$ cat src/rtl/if_id_pipe_reg_if.sv
// IF/ID stage bundle: fetch-side push, decode-side pop,
// flush and occupancy. The stage itself uses the slave modport.
interface if_id_pipe_reg_if #(
    parameter int PC_W    = 32,
    parameter int INSTR_W = 32
);
    logic               flush;
    logic               in_valid;
    logic               in_ready;
    logic [PC_W-1:0]    new_pc;
    logic [INSTR_W-1:0] instruction;
    logic               out_valid;
    logic               out_ready;
    logic [PC_W-1:0]    out_pc;
    logic [INSTR_W-1:0] out_instr;
    logic [1:0]         occupancy;

    modport master (
        output flush, in_valid, new_pc, instruction, out_ready,
        input  in_ready, out_valid, out_pc, out_instr, occupancy
    );

    modport slave (
        input  flush, in_valid, new_pc, instruction, out_ready,
        output in_ready, out_valid, out_pc, out_instr, occupancy
    );
endinterface

$ cat src/rtl/if_id_pipe_reg.sv
// IF/ID pipeline register: ready/valid stage with a 1-entry
// skid buffer, flush-to-bubble, depth-2 strict FIFO order.
module if_id_pipe_reg #(
    parameter int                 PC_W      = 32,
    parameter int                 INSTR_W   = 32,
    parameter logic [INSTR_W-1:0] NOP_INSTR = {INSTR_W{1'b0}}
) (
    input logic clk,
    input logic rst,
    if_id_pipe_reg_if.slave bus
);

    typedef enum logic [1:0] {
        EMPTY = 2'd0,
        FULL  = 2'd1,
        SKID  = 2'd2
    } state_t;

    state_t             state;
    state_t             state_nxt;
    logic [PC_W-1:0]    head_pc;
    logic [INSTR_W-1:0] head_instr;
    logic [PC_W-1:0]    skid_pc;
    logic [INSTR_W-1:0] skid_instr;
    logic               rdy;
    logic               vld;
    logic [1:0]         occ;
    logic               accept;
    logic               consume;

    assign accept  = bus.in_valid & rdy;
    assign consume = vld & bus.out_ready;

    always_ff @(posedge clk) begin
        if (rst) begin
            state <= EMPTY;
        end else begin
            state <= state_nxt;
        end
    end

    always_comb begin
        state_nxt = state;
        if (bus.flush) begin
            state_nxt = EMPTY;
        end else begin
            unique case (state)
                EMPTY: if (accept) state_nxt = FULL;
                FULL: begin
                    if (accept && !consume) begin
                        state_nxt = SKID;
                    end else if (!accept && consume) begin
                        state_nxt = EMPTY;
                    end
                end
                SKID: if (consume) state_nxt = FULL;
                default: state_nxt = EMPTY;
            endcase
        end
    end

    // Handshake outputs depend on state only, never on in_valid/out_ready.
    always_comb begin
        rdy = 1'b1;
        vld = 1'b0;
        occ = 2'd0;
        unique case (state)
            EMPTY: begin
                rdy = 1'b1;
                vld = 1'b0;
                occ = 2'd0;
            end
            FULL: begin
                rdy = 1'b1;
                vld = 1'b1;
                occ = 2'd1;
            end
            SKID: begin
                rdy = 1'b0;
                vld = 1'b1;
                occ = 2'd2;
            end
            default: begin
                rdy = 1'b1;
                vld = 1'b0;
                occ = 2'd0;
            end
        endcase
    end

    assign bus.in_ready  = rdy;
    assign bus.out_valid = vld;
    assign bus.occupancy = occ;
    assign bus.out_pc    = head_pc;
    assign bus.out_instr = vld ? head_instr : NOP_INSTR;

    // Head is left untouched on drain or flush so out_pc holds its last value.
    always_ff @(posedge clk) begin
        if (rst) begin
            head_pc    <= '0;
            head_instr <= NOP_INSTR;
            skid_pc    <= '0;
            skid_instr <= NOP_INSTR;
        end else if (!bus.flush) begin
            unique case (state)
                EMPTY: begin
                    if (accept) begin
                        head_pc    <= bus.new_pc;
                        head_instr <= bus.instruction;
                    end
                end
                FULL: begin
                    if (accept && consume) begin
                        head_pc    <= bus.new_pc;
                        head_instr <= bus.instruction;
                    end else if (accept) begin
                        skid_pc    <= bus.new_pc;
                        skid_instr <= bus.instruction;
                    end
                end
                SKID: begin
                    if (consume) begin
                        head_pc    <= skid_pc;
                        head_instr <= skid_instr;
                    end
                end
                default: ;
            endcase
        end
    end

endmodule

$ cat src/flat_wrapper.sv
// flat-port wrapper written by rule: the top's interface ports become plain ports
module if_id_pipe_reg_flat 
#(
    parameter int                 PC_W      = 32,
    parameter int                 INSTR_W   = 32,
    parameter logic [INSTR_W-1:0] NOP_INSTR = {INSTR_W{1'b0}}
)
  (clk, rst, bus_flush, bus_in_valid, bus_new_pc, bus_instruction, bus_out_ready, bus_in_ready, bus_out_valid, bus_out_pc, bus_out_instr, bus_occupancy);
  if_id_pipe_reg_if #(.PC_W(PC_W), .INSTR_W(INSTR_W)) bus_i ();
  input logic clk;
  input logic rst;
  input wire logic [$bits(bus_i.flush)-1:0] bus_flush;
  input wire logic [$bits(bus_i.in_valid)-1:0] bus_in_valid;
  input wire logic [$bits(bus_i.new_pc)-1:0] bus_new_pc;
  input wire logic [$bits(bus_i.instruction)-1:0] bus_instruction;
  input wire logic [$bits(bus_i.out_ready)-1:0] bus_out_ready;
  output wire logic [$bits(bus_i.in_ready)-1:0] bus_in_ready;
  output wire logic [$bits(bus_i.out_valid)-1:0] bus_out_valid;
  output wire logic [$bits(bus_i.out_pc)-1:0] bus_out_pc;
  output wire logic [$bits(bus_i.out_instr)-1:0] bus_out_instr;
  output wire logic [$bits(bus_i.occupancy)-1:0] bus_occupancy;
  assign bus_i.flush = bus_flush;
  assign bus_i.in_valid = bus_in_valid;
  assign bus_i.new_pc = bus_new_pc;
  assign bus_i.instruction = bus_instruction;
  assign bus_i.out_ready = bus_out_ready;
  assign bus_in_ready = bus_i.in_ready;
  assign bus_out_valid = bus_i.out_valid;
  assign bus_out_pc = bus_i.out_pc;
  assign bus_out_instr = bus_i.out_instr;
  assign bus_occupancy = bus_i.occupancy;
  if_id_pipe_reg #(.PC_W(PC_W), .INSTR_W(INSTR_W), .NOP_INSTR(NOP_INSTR)) u_core (.clk(clk), .rst(rst), .bus(bus_i));
endmodule
$ cat config.mk
export PLATFORM = sky130hd
export DESIGN_NAME = if_id_pipe_reg_flat
export DESIGN_NICKNAME = d
export VERILOG_FILES = /design/src/rtl/if_id_pipe_reg_if.sv /design/src/rtl/if_id_pipe_reg.sv /design/src/flat_wrapper.sv
export SDC_FILE = /design/constraint.sdc
export NUM_CORES = 1
export LEC_CHECK = 0
export BUFFER_PORTS_ARGS = -buffer_cell sky130_fd_sc_hd__buf_2
export CAP_MARGIN = 20
export CELL_PAD_IN_SITES_DETAIL_PLACEMENT = 0
export CELL_PAD_IN_SITES_GLOBAL_PLACEMENT = 1
export CORE_MARGIN = 2
export CORE_UTILIZATION = 42
export CTS_BUF_LIST = sky130_fd_sc_hd__clkbuf_2
export DETAILED_ROUTE_END_ITERATION = 10
export PLACE_DENSITY_LB_ADDON = 0.1
export SYNTH_ARGS = -nofsm -noshare
export SYNTH_HDL_FRONTEND = slang
export SYNTH_SLANG_ARGS = --single-unit
$ cat constraint.sdc
create_clock -name clk -period 2.7 [get_ports clk]
set_input_delay 0.135 -clock clk [delete_from_list [all_inputs] [get_ports clk]]
set_output_delay 0.135 -clock clk [all_outputs]
set_load 0.03 [all_outputs]
==> results.sh, run 1 <==
export IMPL_antenna_found_initial=1
export IMPL_ys_warnings_count=0
export IMPL_drive_above_1_share=0.300
export IMPL_avgSynthCellArea_um2=9.37
export IMPL_path_cells="inv_1 -> ha_1 -> nand4b_4 -> a2111oi_4 -> buf_4 -> a21oi_1 -> a211oi_2"
export IMPL_synth_cells=634
export IMPL_cts_tree="done"
export IMPL_fp_dieH_um=123
export IMPL_grt_overflow=0
export IMPL_final_cells=1003
export IMPL_final_area_um2=7670
export IMPL_ios=137
export IMPL_layout_common_cells="135 x buf_2, 132 x nand2_1, 129 x a21oi_1"
export IMPL_critPathRequiredTime_ns=3.30
export IMPL_cp_slowest_stage_delay_ns=0.66
export IMPL_status="complete, no violations"
export IMPL_worst_hold_slack_ns=0.0832
export IMPL_wl_met3_um=880
export IMPL_path_delay_family="compound AO/OA/AOI/OAI gates"
export IMPL_routedWlPerCell_um=15.8
export IMPL_period_share=0.935
export IMPL_coreArea_um2=13800
export IMPL_clkLatencyLatePin_ns=0.68
export IMPL_irDropWorstVdd_uv=267
export IMPL_rows=43
export IMPL_route_met2_wl_um=7630
export IMPL_grt_total_usage=0.215
export IMPL_p_per_area_nw_per_um2=566
export IMPL_antenna_left=0
export IMPL_initial_core_util=0.430
export IMPL_vias_per_cell=5.14
export IMPL_hp_class="in -> reg"
export IMPL_rsz0062_at_grt="no"
export IMPL_die_x_um=123
export IMPL_syn_num_nets=708
export IMPL_drc_errors=0
export IMPL_die_area_um2=15100
export IMPL_finalHoldViolations=0
export IMPL_setup_viol=0
export IMPL_cts_sinks=130
export IMPL_top_layer="met4"
export IMPL_dr_pass1_iters=4
export IMPL_critPathCaptureType="flop"
export IMPL_routed_wl_um=15800
export IMPL_skew_ns=0.0232
export IMPL_path_class="reg -> reg"
export IMPL_post_cts_buffers=0
export IMPL_via_count=5152
export IMPL_fin_setup_tns_ns=0
export IMPL_max_freq_mhz=396
export IMPL_routabilityCongestion=0.767
export IMPL_synth_seq_cells=130
export IMPL_cts_root_buf="clkbuf_2"
export IMPL_grt_max_degree=66
export IMPL_crit_slowest_cell="buf_4"
export IMPL_period_minus_slack_ns=2.53
export IMPL_cts_buffers=17
export IMPL_slew_limit_headroom=0.506
export IMPL_portBuffers=136
export IMPL_clk_pin_slew_ns=0.16
export IMPL_max_cap_violations=0
export IMPL_dpl_cell_area_um2=6640
export IMPL_layout_nets=883
export IMPL_dpl_hpwl_um=9330
export IMPL_drt_iter0_markers=277
export IMPL_critPathLaunchType="flop"
export IMPL_final_common_cell="buf_2"
export IMPL_syn_cell_area_um2=5940
export IMPL_grt_pass1_vias=5308
export IMPL_crit_buf_inv=2
export IMPL_grt_pass1_wl_um=25500
export IMPL_maxSlewViolCount=0
export IMPL_place_inst=902
export IMPL_clockBufferDepth=2
export IMPL_crit_fanout=64
export IMPL_ys_types=24
export IMPL_worst_pin_slew_ns=0.741
export IMPL_crit_arrival_ns=3.12
export IMPL_yosysSeqAreaShare=0.438
export IMPL_area_growth_syn_to_layout_pct=29.1
export IMPL_met1Wirelength_um=7160
export IMPL_n_fill_cell=1228
export IMPL_p_leak_nw=2.87
export IMPL_htree_levels=4
[through the flow]
stage / power (W) / utilization / worst slack [ns]
finish: 0.00434 / 0.555 / 0.174
global route: 0.00453 / 0.555 / 0.00464
CTS: 0.00437 / 0.552 / 0.0314
detailed placement: 0.00281 / 0.480 / -0.0203
global placement: 0.00279 / 0.480 / 0.0768
floorplan: 0.00262 / - / 0.464
[area by class of cell]
cell class	instances	area, µm²	share of cell area
repair buffers	216	1520	0.198
well taps	180	225	0.0294
clock buffers	19	95.1	0.0124
inverters	3	11.3	0.00147
multi-input cells	441	3000	0.391
flip-flops and latches	130	2610	0.340
clock inverters	13	214	0.0279
diodes	1	2.50	0.000326
[cell usage after synthesis]
cell,count,area [µm²]
nand2_1,132,495
dfxtp_1,130,2600
a21oi_1,129,646
mux2i_1,65,651
a211oi_2,60,751
and2_1,33,206
clkbuf_1,23,86.3
buf_2,22,110
buf_6,13,146
ha_1,5,62.6
a211oi_1,4,30.0
inv_1,3,11.3
nor2_1,3,11.3
buf_4,2,15.0
a2111oi_4,1,27.5
nand3b_1,1,7.51
nand4b_4,1,23.8
nor2b_1,1,6.26
nor3b_1,1,7.51
nor4bb_1,1,10.0
o21ai_1,1,5.00
o21bai_1,1,7.51
o221a_2,1,11.3
or3b_2,1,8.76
[worst paths after layout]
path / from / endpoint / slack [ns] / cells after the start
worst min register to register: u_core.skid_instr[3] / u_core.skid_instr[3] / 0.47 / 2
worst max-delay path: u_core.state[0] / u_core.head_instr[27] / 0.17 / 7
worst max register to register: u_core.state[0] / u_core.head_instr[27] / 0.17 / 7
worst min-delay path: bus_out_ready / u_core.state[1] / 0.08 / 4
[where the power goes]
group	switching, W	total (W)	internal [W]
combinational	0.000461	0.000775	0.000314
clock	0.000697	0.00149	0.000788
sequential	0.0000546	0.00208	0.00202
[cells by family (layout without fill, tap and decap cells)]
family,after synthesis,count (layout),share of synthesized area
AND/OR/NAND/NOR,174,174,0.131
buffers and inverters,63,251,0.0621
adder cells (fa/ha/maj),5,5,0.0105
multiplexers,65,65,0.110
AO/OA/AOI/OAI,197,197,0.249
flip-flops,130,130,0.438
other,0,1,0
[layer usage]
| layer | GRT usage | vias up |
|---|---|---|
| met1 | 0.268 | 2448 |
| met2 | 0.363 | 131 |
| met5 | 0 | - |
| met3 | 0.0600 | 16 |
| li1 | - | 2557 |
| met4 | 0.0639 | 0 |
[what timing repair did]
item                                    4_1_cts  5_1_grt
gates cloned                                  0        0
hold endpoints to repair                    130        0
endpoints found under the setup margin       40       28
resized for setup                             5        2
hold buffers                                 67        0
[state kept, by name, indices dropped and copies added (netlist names)]
signal,count
u_core.bus.out_pc,32
u_core.head_instr,32
u_core.skid_instr,32
u_core.skid_pc,32
u_core.state,2
[worst reg2reg max path, cell delays in order, from the launching register on]
cell and delay, ns:
dfxtp_2 0.41, inv_1 0.10, ha_1 0.37, nand4b_4 0.12, a2111oi_4 0.37, buf_4 0.66, a21oi_1 0.21, a211oi_2 0.24
No activity file was read; power rests on OpenSTA's default activity.
==> inputs of run 2 (changes only) <==
Settings changed: CORE_ASPECT_RATIO set to 0.6.
==> run 2 against run 1 <==
Compared with the run above: total power shrank 2.6%; first-iteration DRC count is 16% higher; core utilization increased by 0.38 points; cell area increased by 0.11%; highest routed layer unchanged.
==> results.sh, run 2 (synthesis results as in run 1) <==
export IMPL_status="complete, no violations"
export IMPL_slew_limit_headroom=0.462
export IMPL_cts_tree="done"
export IMPL_path_class="reg -> reg"
export IMPL_rows=33
export IMPL_worst_pin_slew_ns=0.806
export IMPL_critPathCaptureType="flop"
export IMPL_period_share=0.945
export IMPL_final_area_um2=7680
export IMPL_grt_pass1_vias=4957
export IMPL_worst_hold_slack_ns=0.0967
export IMPL_routabilityCongestion=0.806
export IMPL_cts_buffers=17
export IMPL_crit_arrival_ns=3.19
export IMPL_area_growth_syn_to_layout_pct=29.3
export IMPL_routedWlPerCell_um=16.0
export IMPL_p_per_area_nw_per_um2=550
export IMPL_critPathRequiredTime_ns=3.34
export IMPL_maxSlewViolCount=0
export IMPL_hp_class="in -> reg"
export IMPL_p_seq_frac=0.492
export IMPL_drive_above_1_share=0.304
export IMPL_htree_levels=4
export IMPL_setup_slack_ns=0.148
export IMPL_coreArea_um2=13700
export IMPL_vias_per_cell=5.12
export IMPL_die_area_um2=15100
export IMPL_max_freq_mhz=392
export IMPL_routed_wl_um=16300
export IMPL_grt_pass1_wl_um=25400
export IMPL_initial_core_util=0.432
export IMPL_p_sw_w=0.00128
export IMPL_cts_root_buf="clkbuf_2"
export IMPL_irDropWorstVdd_uv=242
export IMPL_clkLatencyLatePin_ns=0.68
export IMPL_max_cap_violations=0
export IMPL_diodes=0
export IMPL_crit_fanout=18
export IMPL_sw_frac_of_total=0.303
export IMPL_setup_viol=0
export IMPL_drt_iter0_markers=321
export IMPL_grt_max_degree=83
export IMPL_final_common_cell="buf_2"
export IMPL_grt_total_usage=0.216
export IMPL_antenna_left=0
export IMPL_period_minus_slack_ns=2.55
export IMPL_critPathLaunchType="flop"
export IMPL_dpl_cell_area_um2=6720
export IMPL_dr_pass1_iters=4
export IMPL_clk_pin_slew_ns=0.20
export IMPL_die_x_um=158
export IMPL_cts_sinks=130
export IMPL_skew_ns=0.0201
export IMPL_dp_slack_ns=0.258
export IMPL_rsz0062_at_grt="no"
export IMPL_drc_errors=0
export IMPL_post_cts_buffers=0
export IMPL_combPwrFrac=0.186
export IMPL_grt_overflow=0
export IMPL_via_count=5210
export IMPL_layout_nets=887
export IMPL_fp_dieH_um=96.1
export IMPL_fin_setup_tns_ns=0
export IMPL_p_clk_frac=0.322
export IMPL_antenna_found_initial=0
export IMPL_internal_power_w=0.00295
export IMPL_ios=137
export IMPL_finalHoldViolations=0
export IMPL_clockBufferDepth=2
export IMPL_layout_common_cells="135 x buf_2, 132 x nand2_1, 129 x a21oi_1"
export IMPL_p_leak_nw=2.86
export IMPL_portBuffers=136
export IMPL_dpl_hpwl_um=9710
[run 2: cell count changes in the layout (fill, tap and decap cells not counted)]
cell / change
diode_2: -1
buf_6: -2
bufinv_16: -2
clkinv_4: +1
buf_12: +2
buf_4: +4
clkinv_1: -1
clkinvlp_4: +3
clkbuf_2: -2
dlygate4sd3_1: +1
inv_6: +1
buf_16: -1
[run 2: metrics by stage]
step           instances   util  total power, W
3_3_place_gp         918  0.489         0.00281
5_1_grt             1018  0.558         0.00442
4_1_cts             1018  0.558         0.00426
6_report            1018  0.558         0.00423
3_5_place_dp         918  0.489         0.00283
2_1_floorplan        634      -         0.00262
[run 2: critical path, cell delays in order, from the launching register on]
cell and delay (ns):
dfxtp_2 0.42, inv_1 0.10, ha_1 0.39, buf_4 0.25, nand2_1 0.20, o21ai_4 0.20
o221a_2 0.23, mux2i_1 0.17, dlygate4sd3_1 0.55
[run 2: final timing paths]
path	startpoint	end	slack [ns]	cells after the start
max	u_core.state[0]	u_core.state[0]	0.15	8
min	bus_out_ready	u_core.state[1]	0.1	4
max reg2reg	u_core.state[0]	u_core.state[0]	0.15	8
min reg2reg	u_core.skid_pc[17]	u_core.skid_pc[17]	0.47	2
[run 2: power groups by stage]
| stage | registers, W | clock network, W | logic (W) |
|---|---|---|---|
| finish | 0.00208 | 0.00136 | 0.000788 |
| global route | 0.00209 | 0.00148 | 0.000850 |
| CTS | 0.00208 | 0.00139 | 0.000791 |
| detailed placement | 0.00212 | 0 | 0.000712 |
| global placement | 0.00211 | 0 | 0.000697 |
| floorplan | 0.00219 | 0 | 0.000429 |
[run 2: final cells by class]
cell class | instances | area, µm²
Tap cell | 192 | 240
Clock inverter | 15 | 190
Inverter | 3 | 11.3
Multi-Input combinational cell | 441 | 3000
Clock buffer | 17 | 85.1
Timing Repair Buffer | 220 | 1550
Fill cell | 1252 | 6070
Sequential cell | 130 | 2610
[run 2: layer usage]
metal	vias up	track usage	share of wire
met5	-	0	0
met4	0	0.0447	0.0064
met3	7	0.0504	0.043
met2	139	0.351	0.46
met1	2488	0.296	0.49
li1	2576	-	-
[run 2: what timing repair did]
item | in CTS | in global routing
gates resized for setup | 0 | 2
hold endpoints to repair | 130 | 0
hold buffers | 68 | 0
endpoints found under the setup margin | 0 | 2
==> inputs of run 3 (changes only) <==
Settings changed: ABC_AREA set to 1, CORE_UTILIZATION 42 to 39.
==> run 3 against run 2 <==
Compared with the run above: routed wire length is 15% higher; total power is 11% higher; maximum frequency is 4.2% higher; count of clock-buffer cells in the layout is 2 higher; largest cell class unchanged; largest power group unchanged.
==> results.sh, run 3 <==
export IMPL_grt_overflow=0
export IMPL_path_cells="inv_1 -> ha_2 -> inv_2 -> clkbuf_8 -> buf_2"
export IMPL_hp_start="bus_in_valid"
export IMPL_dpl_hpwl_um=11100
export IMPL_yosysSeqAreaShare=0.383
export IMPL_routedWlPerCell_um=12.6
export IMPL_maxSlewViolCount=0
export IMPL_area_growth_syn_to_layout_pct=23.9
export IMPL_fin_setup_tns_ns=0
export IMPL_path_delay_family="buffers and inverters"
export IMPL_worst_pin_slew_ns=0.781
export IMPL_grt_pass1_vias=6080
export IMPL_drt_iter0_markers=351
export IMPL_min_path_cells=7
export IMPL_worst_r2r_endpoint="u_core.bus.out_pc[4]"
export IMPL_crit_arrival_ns=2.32
export IMPL_ys_types=21
export IMPL_routed_wl_um=18700
export IMPL_synth_edf_count=0
export IMPL_grt_pass1_wl_um=30600
export IMPL_syn_cell_area_um2=6800
export IMPL_p_per_area_nw_per_um2=555
export IMPL_clockBufferDepth=2
export IMPL_layout_common_cells="297 x nand2_1, 199 x nor2_1, 166 x inv_1"
export IMPL_dpl_cell_area_um2=7480
export IMPL_portBuffers=136
export IMPL_yosysMostFrequentCell="nand2_1"
export IMPL_ys_warnings_count=0
export IMPL_cts_tree="done"
export IMPL_r2r_start="u_core.state[0]"
export IMPL_avgSynthCellArea_um2=6.32
export IMPL_synthArstFlopShare=0
export IMPL_cts_sinks=130
export IMPL_yosys_most_used_dff="dfxtp_1"
export IMPL_r2r_slack_ns=0.40
export IMPL_path_class="reg -> out"
export IMPL_max_freq_mhz=408
export IMPL_yosys_area_top_type_share=0.383
export IMPL_critPathRequiredTime_ns=2.57
export IMPL_dp_slack_ns=0.404
export IMPL_syn_num_nets=1150
export IMPL_finalHoldViolations=0
export IMPL_setup_viol=0
export IMPL_hp_class="in -> reg"
export IMPL_die_area_um2=18500
export IMPL_grt_total_usage=0.206
export IMPL_via_count=6636
export IMPL_vias_per_cell=4.46
export IMPL_irDropWorstVdd_uv=258
export IMPL_max_cap_violations=0
export IMPL_crit_slowest_cell="dfxtp_1"
export IMPL_drive_above_1_share=0.152
export IMPL_final_area_um2=8420
export IMPL_critPathLaunchType="flop"
export IMPL_htree_levels=4
export IMPL_synth_seq_cells=130
export IMPL_cts_buffers=17
export IMPL_initial_core_util=0.398
export IMPL_coreArea_um2=17100
export IMPL_dr_pass1_iters=5
export IMPL_utilization=0.493
export IMPL_setup_slack_ns=0.250
export IMPL_rsz0062_at_grt="no"
export IMPL_synth_commonest_cells="298 x nand2_1, 200 x nor2_1, 167 x inv_1"
export IMPL_worst_hold_slack_ns=0.112
export IMPL_ios=137
export IMPL_cts_root_buf="clkbuf_2"
export IMPL_die_x_um=174
export IMPL_rr_worst_depth=9
export IMPL_synth_area_leader_cell="dfxtp_1"
export IMPL_synth_area_top_cells="dfxtp_1 38%, nand2_1 16%, nor2_1 11%"
export IMPL_clk_pin_slew_ns=0.17
export IMPL_crit_fanout=54
export IMPL_crit_buf_inv=4
export IMPL_routabilityCongestion=0.773
export IMPL_cp_slowest_stage_delay_ns=0.44
export IMPL_hold_end="u_core.state[1]"
export IMPL_rows=37
export IMPL_slew_limit_headroom=0.479
export IMPL_grt_max_degree=71
export IMPL_layout_nets=1315
export IMPL_skew_ns=0.0385
export IMPL_antenna_left=0
export IMPL_synth_cells=1076
export IMPL_antenna_found_initial=1
export IMPL_critPathCaptureType="primary output"
export IMPL_final_common_cell="nand2_1"
export IMPL_period_share=0.908
export IMPL_drc_errors=0
export IMPL_clkLatencyLatePin_ns=0.66
export IMPL_status="complete, no violations"
export IMPL_p_leak_nw=4.40
export IMPL_fp_dieH_um=106
export IMPL_period_minus_slack_ns=2.45
==> run 3: worst max path at each step <==
stage | start | to | cells after the start
2_1_floorplan | u_core.state[0] | u_core.bus.out_pc[0] | 12
3_3_place_gp | u_core.state[0] | u_core.bus.out_pc[7] | 9
3_5_place_dp | u_core.state[0] | u_core.bus.out_pc[7] | 9
6_report | u_core.state[0] | bus_in_ready | 5
5_1_grt | u_core.state[0] | bus_in_ready | 5
4_1_cts | u_core.state[0] | bus_in_ready | 5
==> run 3: layout make-up <==
| type | instances | area [µm²] |
|---|---|---|
| fill | 1859 | 8660 |
| sequential | 130 | 2600 |
| clock inverter | 12 | 165 |
| inverter | 170 | 639 |
| timing repair buffer | 218 | 1490 |
| antenna | 1 | 2.50 |
| multi-input combinational | 704 | 3140 |
| clock buffer | 19 | 95.1 |
| tap | 234 | 293 |
==> run 3: logic make-up (layout without fill, tap and decap cells) <==
group	after synthesis	count (layout)	share of synthesized area
simple gates	635	635	0.402
buf+inv	242	419	0.158
flops	130	130	0.383
compound gates	64	64	0.0471
fa+ha+maj	5	5	0.00920
other cells	0	1	0
==> run 3: stage by stage <==
stage / cells / total power [W]
floorplan: 1076 / 0.00303
global placement: 1389 / 0.00332
detailed placement: 1389 / 0.00332
CTS: 1487 / 0.00475
global route: 1488 / 0.00500
finish: 1488 / 0.00468
==> run 3: layer usage <==
metal | global-route usage | part of all wire | vias up
met5 | 0 | 0 | -
met4 | 0.0414 | 0.0057 | 0
met3 | 0.0365 | 0.045 | 7
met2 | 0.336 | 0.44 | 145
met1 | 0.288 | 0.51 | 2927
li1 | - | - | 3557
==> run 3: power by group <==
part,total (W),internal [W],switching (W)
Combinational,0.00120,0.000429,0.000775
Clock,0.00133,0.000601,0.000731
Sequential,0.00214,0.00207,0.0000751
Total,0.00468,0.00310,0.00158
==> run 3: timing repair <==
| action | in CTS | in global routing |
|---|---|---|
| buffers inserted | 0 | 0 |
| gates resized for setup | 0 | 3 |
| endpoints found under the hold margin | 130 | 0 |
| hold buffers | 67 | 0 |
| endpoints found under the setup margin | 0 | 2 |
==> run 3: worst reg2reg max path, stage by stage, from the launching register on <==
cell,delay [ns]
dfxtp_1,0.44
inv_1,0.09
ha_2,0.22
inv_2,0.21
nand2_1,0.18
nand3_4,0.12
buf_4,0.59
nand4_1,0.23
nand2_1,0.12
nor2_1,0.05
